### src/rtl/deser_fifo_p.sv
// deser_fifo_p: serial-to-parallel word assembler feeding a DEPTH-entry
// circular FIFO. Bits arrive on a strobed 1-bit input, complete words (or a
// flushed partial word) are pushed, and words are popped onto a registered
// parallel output with a one-cycle valid pulse.
//
// Optional build macro: DESER_FIFO_ALMOST_FULL_EN adds a registered
// almost_full_out flag, high when the stored word count is >= AF_LEVEL.
module deser_fifo_p #(
  parameter int DATA_WIDTH = 8,
  parameter int DEPTH      = 8,
  parameter int MSB_FIRST  = 1,
  parameter int AF_LEVEL   = DEPTH - 1
) (
  input  logic                         clock_1MHz,
  input  logic                         rst,
  input  logic                         data_in,
  input  logic                         write_in,
  input  logic                         enqueue_in,
  input  logic                         dequeue_in,
  output logic                         status_out,
  output logic [DATA_WIDTH-1:0]        data_out,
  output logic                         valid_out,
  output logic [$clog2(DEPTH+1)-1:0]   count_out,
  output logic                         overflow_out,
`ifdef DESER_FIFO_ALMOST_FULL_EN
  output logic                         almost_full_out,
`endif
  output logic                         underflow_out
);

  localparam int CW = $clog2(DEPTH + 1);
  localparam int PW = $clog2(DEPTH);
  localparam int BW = $clog2(DATA_WIDTH + 1);

  logic [DATA_WIDTH-1:0] mem [DEPTH];
  logic [DATA_WIDTH-1:0] sreg, sreg_nxt, flush_word, push_word;
  logic [BW-1:0]         bit_cnt, bits_nxt, pad;
  logic [PW-1:0]         wr_ptr, rd_ptr;
  logic [CW-1:0]         count, count_nxt;
  logic                  full, accept, drop, word_done, flush_req, push, pop;

  function automatic logic [PW-1:0] ptr_inc(input logic [PW-1:0] p);
    return (p == PW'(DEPTH - 1)) ? '0 : p + 1'b1;
  endfunction

  // Next-state decode: bit acceptance, word completion, flush and pop.
  always_comb begin
    // NOTE: every signal gets a default before any branch so no latch is inferred.
    sreg_nxt = sreg;
    full     = (count == CW'(DEPTH));
    accept   = write_in && !full;
    drop     = write_in && full;
    if (accept) begin
      if (MSB_FIRST != 0) sreg_nxt = {sreg[DATA_WIDTH-2:0], data_in};
      else                sreg_nxt = {data_in, sreg[DATA_WIDTH-1:1]};
    end
    bits_nxt  = accept ? bit_cnt + 1'b1 : bit_cnt;
    word_done = accept && (bit_cnt == BW'(DATA_WIDTH - 1));
    flush_req = enqueue_in && (bits_nxt != '0) && !word_done;
    // Received bits sit at the shift-in end; shifting by the unreceived
    // count aligns them and zero-fills the rest, discarding stale bits.
    pad = BW'(DATA_WIDTH) - bits_nxt;
    if (MSB_FIRST != 0) flush_word = sreg_nxt << pad;
    else                flush_word = sreg_nxt >> pad;
    push_word = word_done ? sreg_nxt : flush_word;
    push      = word_done || (flush_req && !full);
    pop       = dequeue_in && (count != '0);
    case ({push, pop})
      2'b10:   count_nxt = count + 1'b1;
      2'b01:   count_nxt = count - 1'b1;
      default: count_nxt = count;
    endcase
  end

  assign status_out = !full;
  assign count_out  = count;

  // Control state: shift register, bit counter, pointers, count, output and flags.
  always_ff @(posedge clock_1MHz or negedge rst) begin
    if (!rst) begin
      sreg          <= '0;
      bit_cnt       <= '0;
      wr_ptr        <= '0;
      rd_ptr        <= '0;
      count         <= '0;
      data_out      <= '0;
      valid_out     <= 1'b0;
      overflow_out  <= 1'b0;
      underflow_out <= 1'b0;
`ifdef DESER_FIFO_ALMOST_FULL_EN
      almost_full_out <= 1'b0;
`endif
    end else begin
      // NOTE: sequential state uses non-blocking assignments so every register
      // samples the pre-edge values regardless of statement order.
      sreg    <= sreg_nxt;
      bit_cnt <= (word_done || flush_req) ? '0 : bits_nxt;
      count   <= count_nxt;
      if (push) wr_ptr <= ptr_inc(wr_ptr);
      if (pop) begin
        rd_ptr   <= ptr_inc(rd_ptr);
        data_out <= mem[rd_ptr];
      end
      valid_out <= pop;
      if (drop || (flush_req && full)) overflow_out  <= 1'b1;
      if (dequeue_in && (count == '0)) underflow_out <= 1'b1;
`ifdef DESER_FIFO_ALMOST_FULL_EN
      almost_full_out <= (int'(count_nxt) >= AF_LEVEL);
`endif
    end
  end

  // Storage array write port.
  // NOTE: the array is deliberately not reset; the pointers and count define
  // which entries are valid, and leaving it unreset keeps it mappable to RAM.
  always_ff @(posedge clock_1MHz) begin
    if (push) mem[wr_ptr] <= push_word;
  end

endmodule
### config.mk
export PLATFORM = sky130hd
export DESIGN_NAME = deser_fifo_p
export DESIGN_NICKNAME = d
export VERILOG_FILES = /design/src/rtl/deser_fifo_p.sv
export SDC_FILE = /design/constraint.sdc
export NUM_CORES = 1
export LEC_CHECK = 0
export CORE_ASPECT_RATIO = 2
export CORE_MARGIN = 5
export CORE_UTILIZATION = 35
export DETAILED_ROUTE_END_ITERATION = 8
export DONT_BUFFER_PORTS = 1
export HOLD_SLACK_MARGIN = 0.12
export PLACE_DENSITY = 0.61
export SETUP_SLACK_MARGIN = 0.5
export SLEW_MARGIN = 20
export SYNTH_ARGS = -nofsm -noshare
export SYNTH_HDL_FRONTEND = slang
export SYNTH_SLANG_ARGS = --single-unit
### constraint.sdc
create_clock -name clock_1MHz -period 3.5 [get_ports clock_1MHz]
set_input_delay 0.7 -clock clock_1MHz [delete_from_list [all_inputs] [get_ports clock_1MHz]]
set_output_delay 0.7 -clock clock_1MHz [all_outputs]
set_load 0.01 [all_outputs]
==> qor.json, run 1 <==
{
  "detailed_routing_iteration_count_for_the_pre_antenna_repair_pass": {"value": 4},
  "avgViaCountPerCell": {"value": 5.352},
  "yosys.cell_types.count": {"value": 49},
  "areaGrowthSynthToFinish": {"value": 18.29, "unit": "%"},
  "power_switching_share": {"value": 35.38, "unit": "%"},
  "syn-instance-count": {"value": 323},
  "post_drt_wl_per_cell": {"value": 18.95, "unit": "um"},
  "tritoncts": {"value": "done"},
  "crit_path_top_delay_cell": {"value": "dfrtp_2"},
  "max-cap-violations": {"value": 0},
  "htree_num_levels": {"value": 3},
  "cts_inserted_buffers": {"value": 9},
  "grt_util_met2": {"value": 25.26, "unit": "%"},
  "timing.final.crit_share": {"value": 82.46, "unit": "%"},
  "setup-violations-final": {"value": 0},
  "rsz0062_at_grt": {"value": "yes"},
  "cellInternalPower": {"value": 0.003228, "unit": "W"},
  "launching_element_of_the_worst_setup_path": {"value": "count_out[2]"},
  "timing.critical_path.buf_inv": {"value": 1},
  "tightest_slew": {"value": 828.7, "unit": "ps"},
  "clock_skews": {"value": 7.999, "unit": "ps"},
  "ys_seq_elements": {"value": 97},
  "die_width": {"value": 90.07, "unit": "um"},
  "cp.required": {"value": 3710, "unit": "ps"},
  "root_buffer": {"value": "clkbuf_16"},
  "r2r-end": {"value": "count_out[3]"},
  "total_switching_power": {"value": 0.001767, "unit": "W"},
  "detail_route.drc_violations": {"value": 0},
  "powerDensity": {"value": 940.9, "unit": "nW/um^2"},
  "final_antenna_net_count": {"value": 0},
  "vdd_drop_max": {"value": 367.0, "unit": "uV"},
  "worst-path-max-fanout": {"value": 14},
  "layout.cells.most_common": {"value": "edfxtp_1"},
  "ys.warnings.count": {"value": 0},
  "outcome": {"value": "completed"},
  "clock_latency": {"value": 340, "unit": "ps"},
  "max_freq": {"value": 346.5, "unit": "MHz"},
  "synthesis.area": {"value": 4488, "unit": "sq um"},
  "num_vias": {"value": 2660},
  "floorplan.core_area": {"value": 12550, "unit": "sq um"},
  "finalMaxSlewViolations": {"value": 0},
  "place.port_buffers": {"value": 0},
  "ff2ff_path_depth": {"value": 12},
  "drive_gt1_share": {"value": 26.80, "unit": "%"},
  "worst_setup_hold_path_clk_slew": {"value": 70, "unit": "ps"},
  "ys_async_sr_fraction": {"value": 34.02, "unit": "%"},
  "combinational_power_share": {"value": 39.6, "unit": "%"},
  "worstSetupPathDepth": {"value": 12},
  "regToRegSetupSlack": {"value": 610, "unit": "ps"},
  "hold_viol_final": {"value": 0},
  "timing.hold.worst.class": {"value": "input port to asynchronous set/reset pin"},
  "crit_family": {"value": "simple AND/OR/NAND/NOR gates"},
  "cellLeakagePower": {"value": 1.952, "unit": "nW"},
  "power_frac_clock": {"value": 21.0, "unit": "%"},
  "net_count_of_the_finished_layout": {"value": 357},
  "antenna_found_initial": {"value": 0},
  "cp_cell_sequence": {"value": "nor4b_4 > buf_4 > nor2_4 > xnor2_2 > ha_4 > nand2_2 > o21ai_4 > ha_2 > and4bb_2 > a211oi_2 > a211oi_2 > xor2_1"},
  "cts_sinks": {"value": 97},
  "die-area": {"value": 15320, "unit": "sq um"},
  "main_synth_ff_type": {"value": "edfxtp_1"},
  "antenna-diode-count": {"value": 0},
  "ys_seq_area_share": {"value": 61.22, "unit": "%"},
  "met3_layer_usage_reported_by_global_route": {"value": 2.300, "unit": "%"},
  "routed_wl": {"value": 9419, "unit": "um"},
  "post_synth.cell_area_avg": {"value": 13.89, "unit": "sq um"},
  "syn_nets": {"value": 338},
  "tns": {"value": 0, "unit": "ps"},
  "routabilityCongestion": {"value": 0.8188},
  "share_seq_of_total_power": {"value": 39.5, "unit": "%"},
  "global_route.peak_usage_layer": {"value": "met2"},
  "grt_pass1_wl": {"value": 15010, "unit": "um"},
  "timing_worst_setup_path_type": {"value": "register to register"},
  "grt_start_max_net_pins": {"value": 34},
  "crit_top_cell": {"value": "a211oi_2"},
  "drt-initial-drc-count": {"value": 167},
  "worst_setup_path_end_kind": {"value": "register"},
  "worst-endpoint-arrival": {"value": 3100, "unit": "ps"},
  "max-slew-margin-rel": {"value": 44.55, "unit": "%"},
  "floorplan.die.height": {"value": 170.1, "unit": "um"},
  "endpoint": {"value": "count_out[3]"},
  "io_pins": {"value": 22},
  "post-route-util": {"value": 42.29, "unit": "%"},
  "rows": {"value": 58},
  "initial_core_util": {"value": 35.75, "unit": "%"},
  "period_minus_slack": {"value": 2886, "unit": "ps"},
  "synth_enable_flop_cells": {"value": 64},
  "critPathLaunchType": {"value": "register"},
  "overflow": {"value": 0},
  "grt.met1_usage": {"value": 12.44, "unit": "%"},
  "hpwl": {"value": 6715, "unit": "um"},
  "final_cell_mix": {"value": "edfxtp_1, nand2_1, dfrtp_1, buf_4, o21ai_0"},
  "r2r-start": {"value": "count_out[2]"},
  "max_incr_delay_on_cp": {"value": 490, "unit": "ps"},
  "grtUsageTotal": {"value": 12.61, "unit": "%"},
  "first_global_vias": {"value": 2828},
  "clock_path_buffers": {"value": 2}
}
==> synthesized netlist by cell type (7+ instances only) <==
cell type | count | area share [%]
a211oi_1 | 7 | 1.2
a21oi_1 | 10 | 1.1
clkbuf_1 | 7 | 0.59
dfrtp_1 | 33 | 18
edfxtp_1 | 64 | 43
ha_1 | 9 | 2.5
inv_1 | 12 | 1.0
mux2i_1 | 15 | 3.3
mux4_2 | 16 | 8.0
nand2_1 | 34 | 2.8
nand4_1 | 11 | 1.5
nor2_1 | 8 | 0.67
o21ai_0 | 20 | 2.2
==> stage by stage <==
step           hold slack, ps  instances  power (W)  instance area [sq um]  setup slack, ps
2_1_floorplan           404.4        323   0.003270                   4566            390.8
3_5_place_dp            406.5        478   0.003762                   4818            325.7
3_3_place_gp            406.3        478   0.003694                   4818            412.2
4_1_cts                 193.0        495   0.004864                   5184            518.6
6_report                189.1        497   0.004995                   5309            614.0
5_1_grt                 195.5        497   0.005348                   5309            454.7
==> final cells by class <==
| cell class | count | area, sq um |
|---|---|---|
| Sequential cell | 97 | 2751 |
| Clock inverter | 5 | 86.33 |
| Fill cell | 1146 | 7246 |
| Tap cell | 150 | 187.7 |
| Clock buffer | 11 | 232.7 |
| Inverter | 13 | 48.80 |
| Timing Repair Buffer | 25 | 207.7 |
| Multi-Input combinational cell | 196 | 1794 |
==> layer usage <==
layer  vias up  part of all wire, %
met3         8                  3.1
met2        34                   59
li1       1274                    -
met4         0                  1.6
met1      1344                   36
met5         -                    0
==> flip-flops by register name (all words and copies together), names as in the netlist <==
name,flops
rd_ptr,3
sreg,8
underflow_out,1
valid_out,1
data_out,8
overflow_out,1
wr_ptr,3
mem,64
bit_cnt,4
count_out,4
==> worst min path at each step <==
stage / startpoint / to / slack [ps]
6_report: rst / overflow_out / 190
5_1_grt: rst / overflow_out / 200
4_1_cts: rst / overflow_out / 190
3_5_place_dp: rst / overflow_out / 410
3_3_place_gp: rst / overflow_out / 410
2_1_floorplan: rst / bit_cnt[0] / 400
==> power groups by stage <==
stage | clock network (W) | registers, W | logic [W]
after floorplan | 0 | 0.00188 | 0.00139
after global placement | 0 | 0.00198 | 0.00171
after detailed placement | 0 | 0.00200 | 0.00176
after CTS | 0.00107 | 0.00198 | 0.00181
after global routing | 0.00113 | 0.00201 | 0.00221
final | 0.00105 | 0.00197 | 0.00198
==> logic make-up (layout without fill, tap and decap cells) <==
group | after synthesis | in the layout | synth area share (%)
AOI/OAI and AO/OA | 58 | 58 | 8.336
muxes | 33 | 33 | 11.88
DFF | 97 | 97 | 61.22
xor gates and xnor gates | 11 | 11 | 2.565
adders and majority gates | 9 | 9 | 2.509
buffers and inverters | 30 | 54 | 2.927
and+or+nand+nor | 85 | 85 | 10.57
==> repair_timing <==
action	in CTS	in global routing
gates resized for setup	4	21
buffers inserted	0	2
pin swaps	1	3
setup endpoints to repair	57	73
hold buffers	1	0
hold endpoints to repair	33	0
(Power assumes the default switching activity.)
==> inputs of run 2 (changes only) <==
--- a/config.mk
+++ b/config.mk
@@ -11,7 +11,7 @@
 export DETAILED_ROUTE_END_ITERATION = 8
 export DONT_BUFFER_PORTS = 1
 export HOLD_SLACK_MARGIN = 0.12
-export PLACE_DENSITY = 0.61
+export PLACE_DENSITY = 0.59
 export SETUP_SLACK_MARGIN = 0.5
 export SLEW_MARGIN = 20
 export SYNTH_ARGS = -nofsm -noshare
==> constraint.sdc (replaced) <==
create_clock -name clock_1MHz -period 2.8 [get_ports clock_1MHz]
set_input_delay 0.56 -clock clock_1MHz [delete_from_list [all_inputs] [get_ports clock_1MHz]]
set_output_delay 0.56 -clock clock_1MHz [all_outputs]
set_load 0.01 [all_outputs]
==> qor.json, run 2 (synthesis gave the netlist of run 1 again) <==
{
  "period_minus_slack": {"value": 2832, "unit": "ps", "change": "-54.05 ps"},
  "post_drt_wl_per_cell": {"value": 18.76, "unit": "um", "change": "-1.0%"},
  "rsz0062_at_grt": {"value": "yes"},
  "clock_latency": {"value": 340, "unit": "ps", "change": "about the same"},
  "tritoncts": {"value": "done"},
  "finalMaxSlewViolations": {"value": 0, "change": "unchanged"},
  "power_frac_clock": {"value": 17.3, "unit": "%", "change": "-3.7 points"},
  "totalPowerFinal": {"value": 0.007198, "unit": "W", "change": "+44%"},
  "final.setup.worst_slack": {"value": -31.92, "unit": "ps", "change": "-645.9 ps"},
  "cellLeakagePower": {"value": 2.211, "unit": "nW", "change": "+13%"},
  "timing.final.crit_share": {"value": 101.1, "unit": "%", "change": "+19 points"},
  "place.port_buffers": {"value": 0, "change": "unchanged"},
  "outcome": {"value": "complete, but fails checks"},
  "routabilityCongestion": {"value": 0.7945, "change": "-3.0%"},
  "worst_setup_hold_path_clk_slew": {"value": 70, "unit": "ps", "change": "about the same"},
  "grt_start_max_net_pins": {"value": 34, "change": "unchanged"},
  "root_buffer": {"value": "clkbuf_16"},
  "initial_core_util": {"value": 35.75, "unit": "%", "change": "unchanged"},
  "antenna-diode-count": {"value": 0, "change": "unchanged"},
  "final_antenna_net_count": {"value": 0, "change": "unchanged"},
  "combinational_power_share": {"value": 48.7, "unit": "%", "change": "+9.1 points"},
  "worst_setup_path_end_kind": {"value": "register"},
  "worst-path-max-fanout": {"value": 8, "change": "-6"},
  "hold_viol_final": {"value": 0, "change": "unchanged"},
  "areaGrowthSynthToFinish": {"value": 31.08, "unit": "%"},
  "grtUsageTotal": {"value": 13.41, "unit": "%", "change": "+0.81 points"},
  "vdd_drop_max": {"value": 569.4, "unit": "uV", "change": "+55%"},
  "num_vias": {"value": 2935, "change": "+10%"},
  "net_count_of_the_finished_layout": {"value": 397, "change": "+11%"},
  "antenna_found_initial": {"value": 0, "change": "unchanged"},
  "first_global_vias": {"value": 3161, "change": "+12%"},
  "clock_path_buffers": {"value": 2, "change": "unchanged"},
  "regMostFlops": {"value": "mem"},
  "max-slew-margin-rel": {"value": 47.18, "unit": "%", "change": "+2.6 points"},
  "cts_inserted_buffers": {"value": 9, "change": "unchanged"},
  "largest_register_ff_count": {"value": 64, "change": "unchanged"},
  "floorplan.core_area": {"value": 12550, "unit": "sq um", "change": "unchanged"},
  "cp.required": {"value": 2940, "unit": "ps", "change": "-770 ps"},
  "timing.hold.worst.class": {"value": "input port to register"},
  "drt-initial-drc-count": {"value": 131, "change": "-22%"},
  "die_width": {"value": 90.07, "unit": "um", "change": "unchanged"},
  "powerDensity": {"value": 1224, "unit": "nW/um^2", "change": "+30%"},
  "power_switching_share": {"value": 36.62, "unit": "%", "change": "+1.2 points"},
  "routed_wl": {"value": 10080, "unit": "um", "change": "+7.0%"},
  "die-area": {"value": 15320, "unit": "sq um", "change": "unchanged"},
  "layout_top_registers": {"value": "mem x64, data_out x8, sreg x8"},
  "io_pins": {"value": 22, "change": "unchanged"},
  "setup-violations-final": {"value": 24, "change": "+24"},
  "tns": {"value": -375.9, "unit": "ps", "change": "-375.9 ps"},
  "timing_worst_setup_path_type": {"value": "register to register"},
  "cts_sinks": {"value": 97, "change": "unchanged"},
  "avgViaCountPerCell": {"value": 5.466, "change": "+2.1%"},
  "hpwl": {"value": 6915, "unit": "um", "change": "+3.0%"},
  "max-cap-violations": {"value": 0, "change": "unchanged"},
  "tightest_slew": {"value": 792.3, "unit": "ps", "change": "-36.46 ps"},
  "overflow": {"value": 0, "change": "unchanged"},
  "grt_pass1_wl": {"value": 16040, "unit": "um", "change": "+6.9%"},
  "violations": {"value": "setup timing"},
  "critPathLaunchType": {"value": "register"},
  "share_seq_of_total_power": {"value": 34.1, "unit": "%", "change": "-5.4 points"},
  "htree_num_levels": {"value": 3, "change": "unchanged"},
  "cellInternalPower": {"value": 0.004562, "unit": "W", "change": "+41%"},
  "max_freq": {"value": 353.1, "unit": "MHz", "change": "+1.9%"},
  "detail_route.drc_violations": {"value": 0, "change": "unchanged"},
  "detailed_routing_iteration_count_for_the_pre_antenna_repair_pass": {"value": 4, "change": "unchanged"},
  "worst-endpoint-arrival": {"value": 2970, "unit": "ps", "change": "-130 ps"},
  "total_switching_power": {"value": 0.002636, "unit": "W", "change": "+49%"},
  "clock_skews": {"value": 6.011, "unit": "ps", "change": "-1.988 ps"},
  "drive_gt1_share": {"value": 38.50, "unit": "%", "change": "+12 points"},
  "final_cell_mix": {"value": "edfxtp_1, buf_4, dfrtp_1, nand2_1, mux4_2"},
  "floorplan.die.height": {"value": 170.1, "unit": "um", "change": "unchanged"},
  "rows": {"value": 58, "change": "unchanged"},
  "layout.cells.most_common": {"value": "edfxtp_1"}
}
## run 2: power groups by stage
stage / clock network (W) / logic [W] / registers (W)
2_1_floorplan: 0 / 0.00176 / 0.00237
3_3_place_gp: 0 / 0.00241 / 0.00246
3_5_place_dp: 0 / 0.00246 / 0.00248
4_1_cts: 0.00128 / 0.00288 / 0.00244
5_1_grt: 0.00134 / 0.00376 / 0.00251
6_report: 0.00124 / 0.00350 / 0.00245
## run 2: worst paths after layout
check / startpoint / cells after the start / slack (ps) / endpoint
setup / recovery: count_out[2] / 12 / -30 / mem[7][6]
hold / removal: enqueue_in / 1 / 270 / bit_cnt[2]
setup reg to reg: count_out[2] / 12 / -30 / mem[7][6]
hold reg to reg: sreg[7] / 2 / 510 / sreg[7]
max in group asynchronous: rst / 2 / 1940 / count_out[2]
min in group asynchronous: rst / 2 / 650 / count_out[1]
## run 2: cell type report
class | count | area [sq um]
fillers | 1103 | 6671
flip-flops and latches | 97 | 2749
multi-input cells | 196 | 1991
repair buffers | 65 | 605.6
clock buffers | 9 | 225.2
well taps | 150 | 187.7
clock inverters | 7 | 76.32
inverters | 13 | 48.80
## run 2: timing repair
action	CTS	global route
hold buffers	2	0
resized for setup	25	41
pin swaps	10	12
endpoints found under the hold margin	33	0
setup buffers	13	11
gates cloned	0	0
setup endpoints to repair	134	139
## run 2: metal layers
metal  vias up  global-route usage, %  part of all wire, %
met5         -                      0                    0
met4         0                  7.907                  3.4
met3        25                  2.919                  3.5
met2        66                  25.89                   59
met1      1488                  12.63                   34
li1       1356                      -                    -
## run 2: metrics by stage
stage                     instances  hold slack, ps  setup WS, ps  instance area, sq um  util, %
after CTS                       526           259.1         38.66                  5582    44.46
after floorplan                 323           264.4        -248.5                  4592        -
final                           537           273.1        -31.92                  5883    46.86
after detailed placement        495           266.3        -52.90                  4979    39.66
after global placement          495           266.4         18.92                  4979    39.66
after global routing            537           269.5        -148.1                  5883    46.86
## run 2: worst max-delay path, cell delays in order, from the launching register on
cell      delay [ps]
dfrtp_2          420
nor4b_4          350
inv_2            110
nand2_4           80
mux2i_2          230
ha_2             240
buf_6            120
xnor2_4           80
xnor2_4          180
buf_6            130
mux2i_2          140
or3b_4           400
o211ai_4         140
==> inputs of run 3 (changes only) <==
--- a/config.mk
+++ b/config.mk
@@ -5,13 +5,12 @@
 export SDC_FILE = /design/constraint.sdc
 export NUM_CORES = 1
 export LEC_CHECK = 0
+export BUFFER_PORTS_ARGS = -buffer_cell sky130_fd_sc_hd__buf_2
 export CORE_ASPECT_RATIO = 2
 export CORE_MARGIN = 5
 export CORE_UTILIZATION = 35
 export DETAILED_ROUTE_END_ITERATION = 8
-export DONT_BUFFER_PORTS = 1
-export HOLD_SLACK_MARGIN = 0.12
-export PLACE_DENSITY = 0.59
+export PLACE_DENSITY = 0.6
 export SETUP_SLACK_MARGIN = 0.5
 export SLEW_MARGIN = 20
 export SYNTH_ARGS = -nofsm -noshare
==> qor.json, run 3 (synthesis gave the netlist of run 1 again) <==
{
  "floorplan.die.height": {"value": 170.1, "unit": "um", "change": "unchanged"},
  "worst_setup_path_end_kind": {"value": "register"},
  "areaGrowthSynthToFinish": {"value": 31.39, "unit": "%"},
  "drt-initial-drc-count": {"value": 108, "change": "-18%"},
  "layout.cells.most_common": {"value": "edfxtp_1"},
  "initial_core_util": {"value": 35.75, "unit": "%", "change": "unchanged"},
  "clock_path_buffers": {"value": 2, "change": "unchanged"},
  "rows": {"value": 58, "change": "unchanged"},
  "floorplan.core_area": {"value": 12550, "unit": "sq um", "change": "unchanged"},
  "max-cap-violations": {"value": 0, "change": "unchanged"},
  "fin_cells": {"value": 552, "change": "+2.8%"},
  "overflow": {"value": 0, "change": "unchanged"},
  "cellLeakagePower": {"value": 2.231, "unit": "nW", "change": "+0.93%"},
  "grt_start_max_net_pins": {"value": 34, "change": "unchanged"},
  "largest_register_ff_count": {"value": 64, "change": "unchanged"},
  "vdd_drop_max": {"value": 581.7, "unit": "uV", "change": "+2.2%"},
  "powerDensity": {"value": 1196, "unit": "nW/um^2", "change": "-2.2%"},
  "net_count_of_the_finished_layout": {"value": 412, "change": "+3.8%"},
  "total_switching_power": {"value": 0.002561, "unit": "W", "change": "-2.8%"},
  "regArea": {"value": 2749, "unit": "sq um", "change": "unchanged"},
  "root_buffer": {"value": "clkbuf_16"},
  "die-area": {"value": 15320, "unit": "sq um", "change": "unchanged"},
  "grt_pass1_wl": {"value": 16600, "unit": "um", "change": "+3.5%"},
  "tns": {"value": 0, "unit": "ps", "change": "+375.9 ps"},
  "setup-violations-final": {"value": 0, "change": "-100%"},
  "avgViaCountPerCell": {"value": 5.321, "change": "-2.7%"},
  "htree_num_levels": {"value": 3, "change": "unchanged"},
  "rsz0062_at_grt": {"value": "yes"},
  "tightest_slew": {"value": 843.6, "unit": "ps", "change": "+51.27 ps"},
  "launching_element_of_the_worst_setup_path": {"value": "count_out[2]"},
  "hpwl": {"value": 7089, "unit": "um", "change": "+2.5%"},
  "share_seq_of_total_power": {"value": 33.9, "unit": "%", "change": "-0.2 points"},
  "hold_viol_final": {"value": 0, "change": "unchanged"},
  "clock_skews": {"value": 4.728, "unit": "ps", "change": "-1.283 ps"},
  "dp_cells": {"value": 516, "change": "+4.2%"},
  "power_switching_share": {"value": 36.31, "unit": "%", "change": "-0.31 points"},
  "worst_setup_hold_path_clk_slew": {"value": 60, "unit": "ps", "change": "about the same"},
  "worst-path-max-fanout": {"value": 8, "change": "unchanged"},
  "worst-endpoint-arrival": {"value": 2930, "unit": "ps", "change": "-40 ps"},
  "final_area": {"value": 5897, "unit": "sq um", "change": "+0.23%"},
  "period_minus_slack": {"value": 2778, "unit": "ps", "change": "-53.47 ps"},
  "combinational_power_share": {"value": 49.9, "unit": "%", "change": "+1.2 points"},
  "cp.required": {"value": 2950, "unit": "ps", "change": "about the same"},
  "grtUsageTotal": {"value": 13.94, "unit": "%", "change": "+0.52 points"},
  "cts_sinks": {"value": 97, "change": "unchanged"},
  "outcome": {"value": "completed"},
  "max_freq": {"value": 359.9, "unit": "MHz", "change": "+1.9%"},
  "antenna-diode-count": {"value": 0, "change": "unchanged"},
  "final_cell_mix": {"value": "edfxtp_1, buf_4, dfrtp_1, nand2_1, buf_2"},
  "routabilityCongestion": {"value": 0.8004, "change": "+0.74%"},
  "num_vias": {"value": 2937, "change": "+0.068%"},
  "post_drt_wl_per_cell": {"value": 18.37, "unit": "um", "change": "-2.1%"},
  "cts_inserted_buffers": {"value": 9, "change": "unchanged"},
  "first_global_vias": {"value": 3205, "change": "+1.4%"},
  "timing.final.crit_share": {"value": 99.23, "unit": "%", "change": "-1.9 points"},
  "tritoncts": {"value": "done"},
  "r2r-start": {"value": "count_out[2]"},
  "final.fill_count": {"value": 1095, "change": "-0.73%"},
  "drive_gt1_share": {"value": 41.04, "unit": "%", "change": "+2.5 points"},
  "layout_top_registers": {"value": "mem x64, data_out x8, sreg x8"},
  "max-slew-margin-rel": {"value": 43.76, "unit": "%", "change": "-3.4 points"},
  "io_pins": {"value": 22, "change": "unchanged"},
  "routed_wl": {"value": 10140, "unit": "um", "change": "+0.67%"},
  "dpl-instance-area": {"value": 5096, "unit": "sq um", "change": "+2.4%"},
  "cellInternalPower": {"value": 0.004492, "unit": "W", "change": "-1.5%"},
  "detail_route.drc_violations": {"value": 0, "change": "unchanged"},
  "die_width": {"value": 90.07, "unit": "um", "change": "unchanged"},
  "final_antenna_net_count": {"value": 0, "change": "unchanged"},
  "detailed_routing_iteration_count_for_the_pre_antenna_repair_pass": {"value": 4, "change": "unchanged"},
  "multi_input_comb_area": {"value": 1997, "unit": "sq um", "change": "+0.31%"},
  "finalMaxSlewViolations": {"value": 0, "change": "unchanged"},
  "power_frac_clock": {"value": 16.2, "unit": "%", "change": "-1.1 points"},
  "clock_latency": {"value": 340, "unit": "ps", "change": "about the same"},
  "antenna_found_initial": {"value": 0, "change": "unchanged"},
  "place.port_buffers": {"value": 21, "change": "+21"},
  "regMostFlops": {"value": "mem"},
  "critPathLaunchType": {"value": "register"},
  "timing_worst_setup_path_type": {"value": "register to register"},
  "timing.hold.worst.class": {"value": "input port to asynchronous set/reset pin"}
}
## run 3: power groups by stage
stage	clock network, W	registers (W)	logic [W]
floorplan	0	0.00237	0.00176
global placement	0	0.00241	0.00255
detailed placement	0	0.00243	0.00260
CTS	0.00118	0.00240	0.00306
global route	0.00123	0.00244	0.00384
finish	0.00115	0.00239	0.00352
## run 3: worst max-delay path, stage by stage, from the launching register on
cell,delay [ps]
dfrtp_2,420
nor4b_4,370
inv_2,110
nand2_4,90
mux2i_4,270
ha_4,200
xnor2_2,100
xnor2_4,150
buf_12,150
mux2i_4,180
or3b_4,400
o211ai_4,120
## run 3: layout make-up
type                            instances  share of cell area, %
Clock inverter                          4                 0.4668
Sequential cell                        97                  46.62
Tap cell                              150                  3.183
Clock buffer                           12                  4.180
Timing Repair Buffer                   80                  10.86
Inverter                               13                 0.8275
Multi-Input combinational cell        196                  33.86
## run 3: path summary, 6_finish.rpt
| path | depth (start not counted) | to | slack, ps |
|---|---|---|---|
| setup / recovery | 11 | mem[7][6] | 20 |
| max in group asynchronous | 1 | count_out[2] | 1900 |
| min in group clock_1MHz | 2 | underflow_out | 440 |
| hold / removal | 1 | overflow_out | 320 |
| setup reg to reg | 11 | mem[7][6] | 20 |
| hold reg to reg | 1 | underflow_out | 450 |
## run 3: timing repair
item	CTS	global route
gates cloned	0	0
buffers inserted	13	7
gates resized for setup	33	26
pin swaps	11	17
hold endpoints to repair	0	0
setup endpoints to repair	135	139
hold buffers	0	0
## run 3: metrics by stage
step	util [%]	hold slack [ps]	setup slack (ps)	power (W)
after floorplan	-	264.4	-248.5	0.004128
after global placement	40.59	432.8	-15.12	0.004956
after detailed placement	40.59	439.2	-132.5	0.005034
after CTS	45.18	342.3	41.87	0.006639
after global routing	46.97	398.6	-131.6	0.007507
final	46.97	324.7	21.55	0.007053
## run 3: layer usage
metal | share of wire (%) | global-route usage (%) | vias up | wire (um)
li1 | - | - | 1384 | -
met1 | 33 | 13.29 | 1469 | 3378
met2 | 61 | 27.65 | 60 | 6148
met3 | 3.0 | 2.433 | 24 | 306
met4 | 3.1 | 7.194 | 0 | 310
met5 | 0 | 0 | - | 0
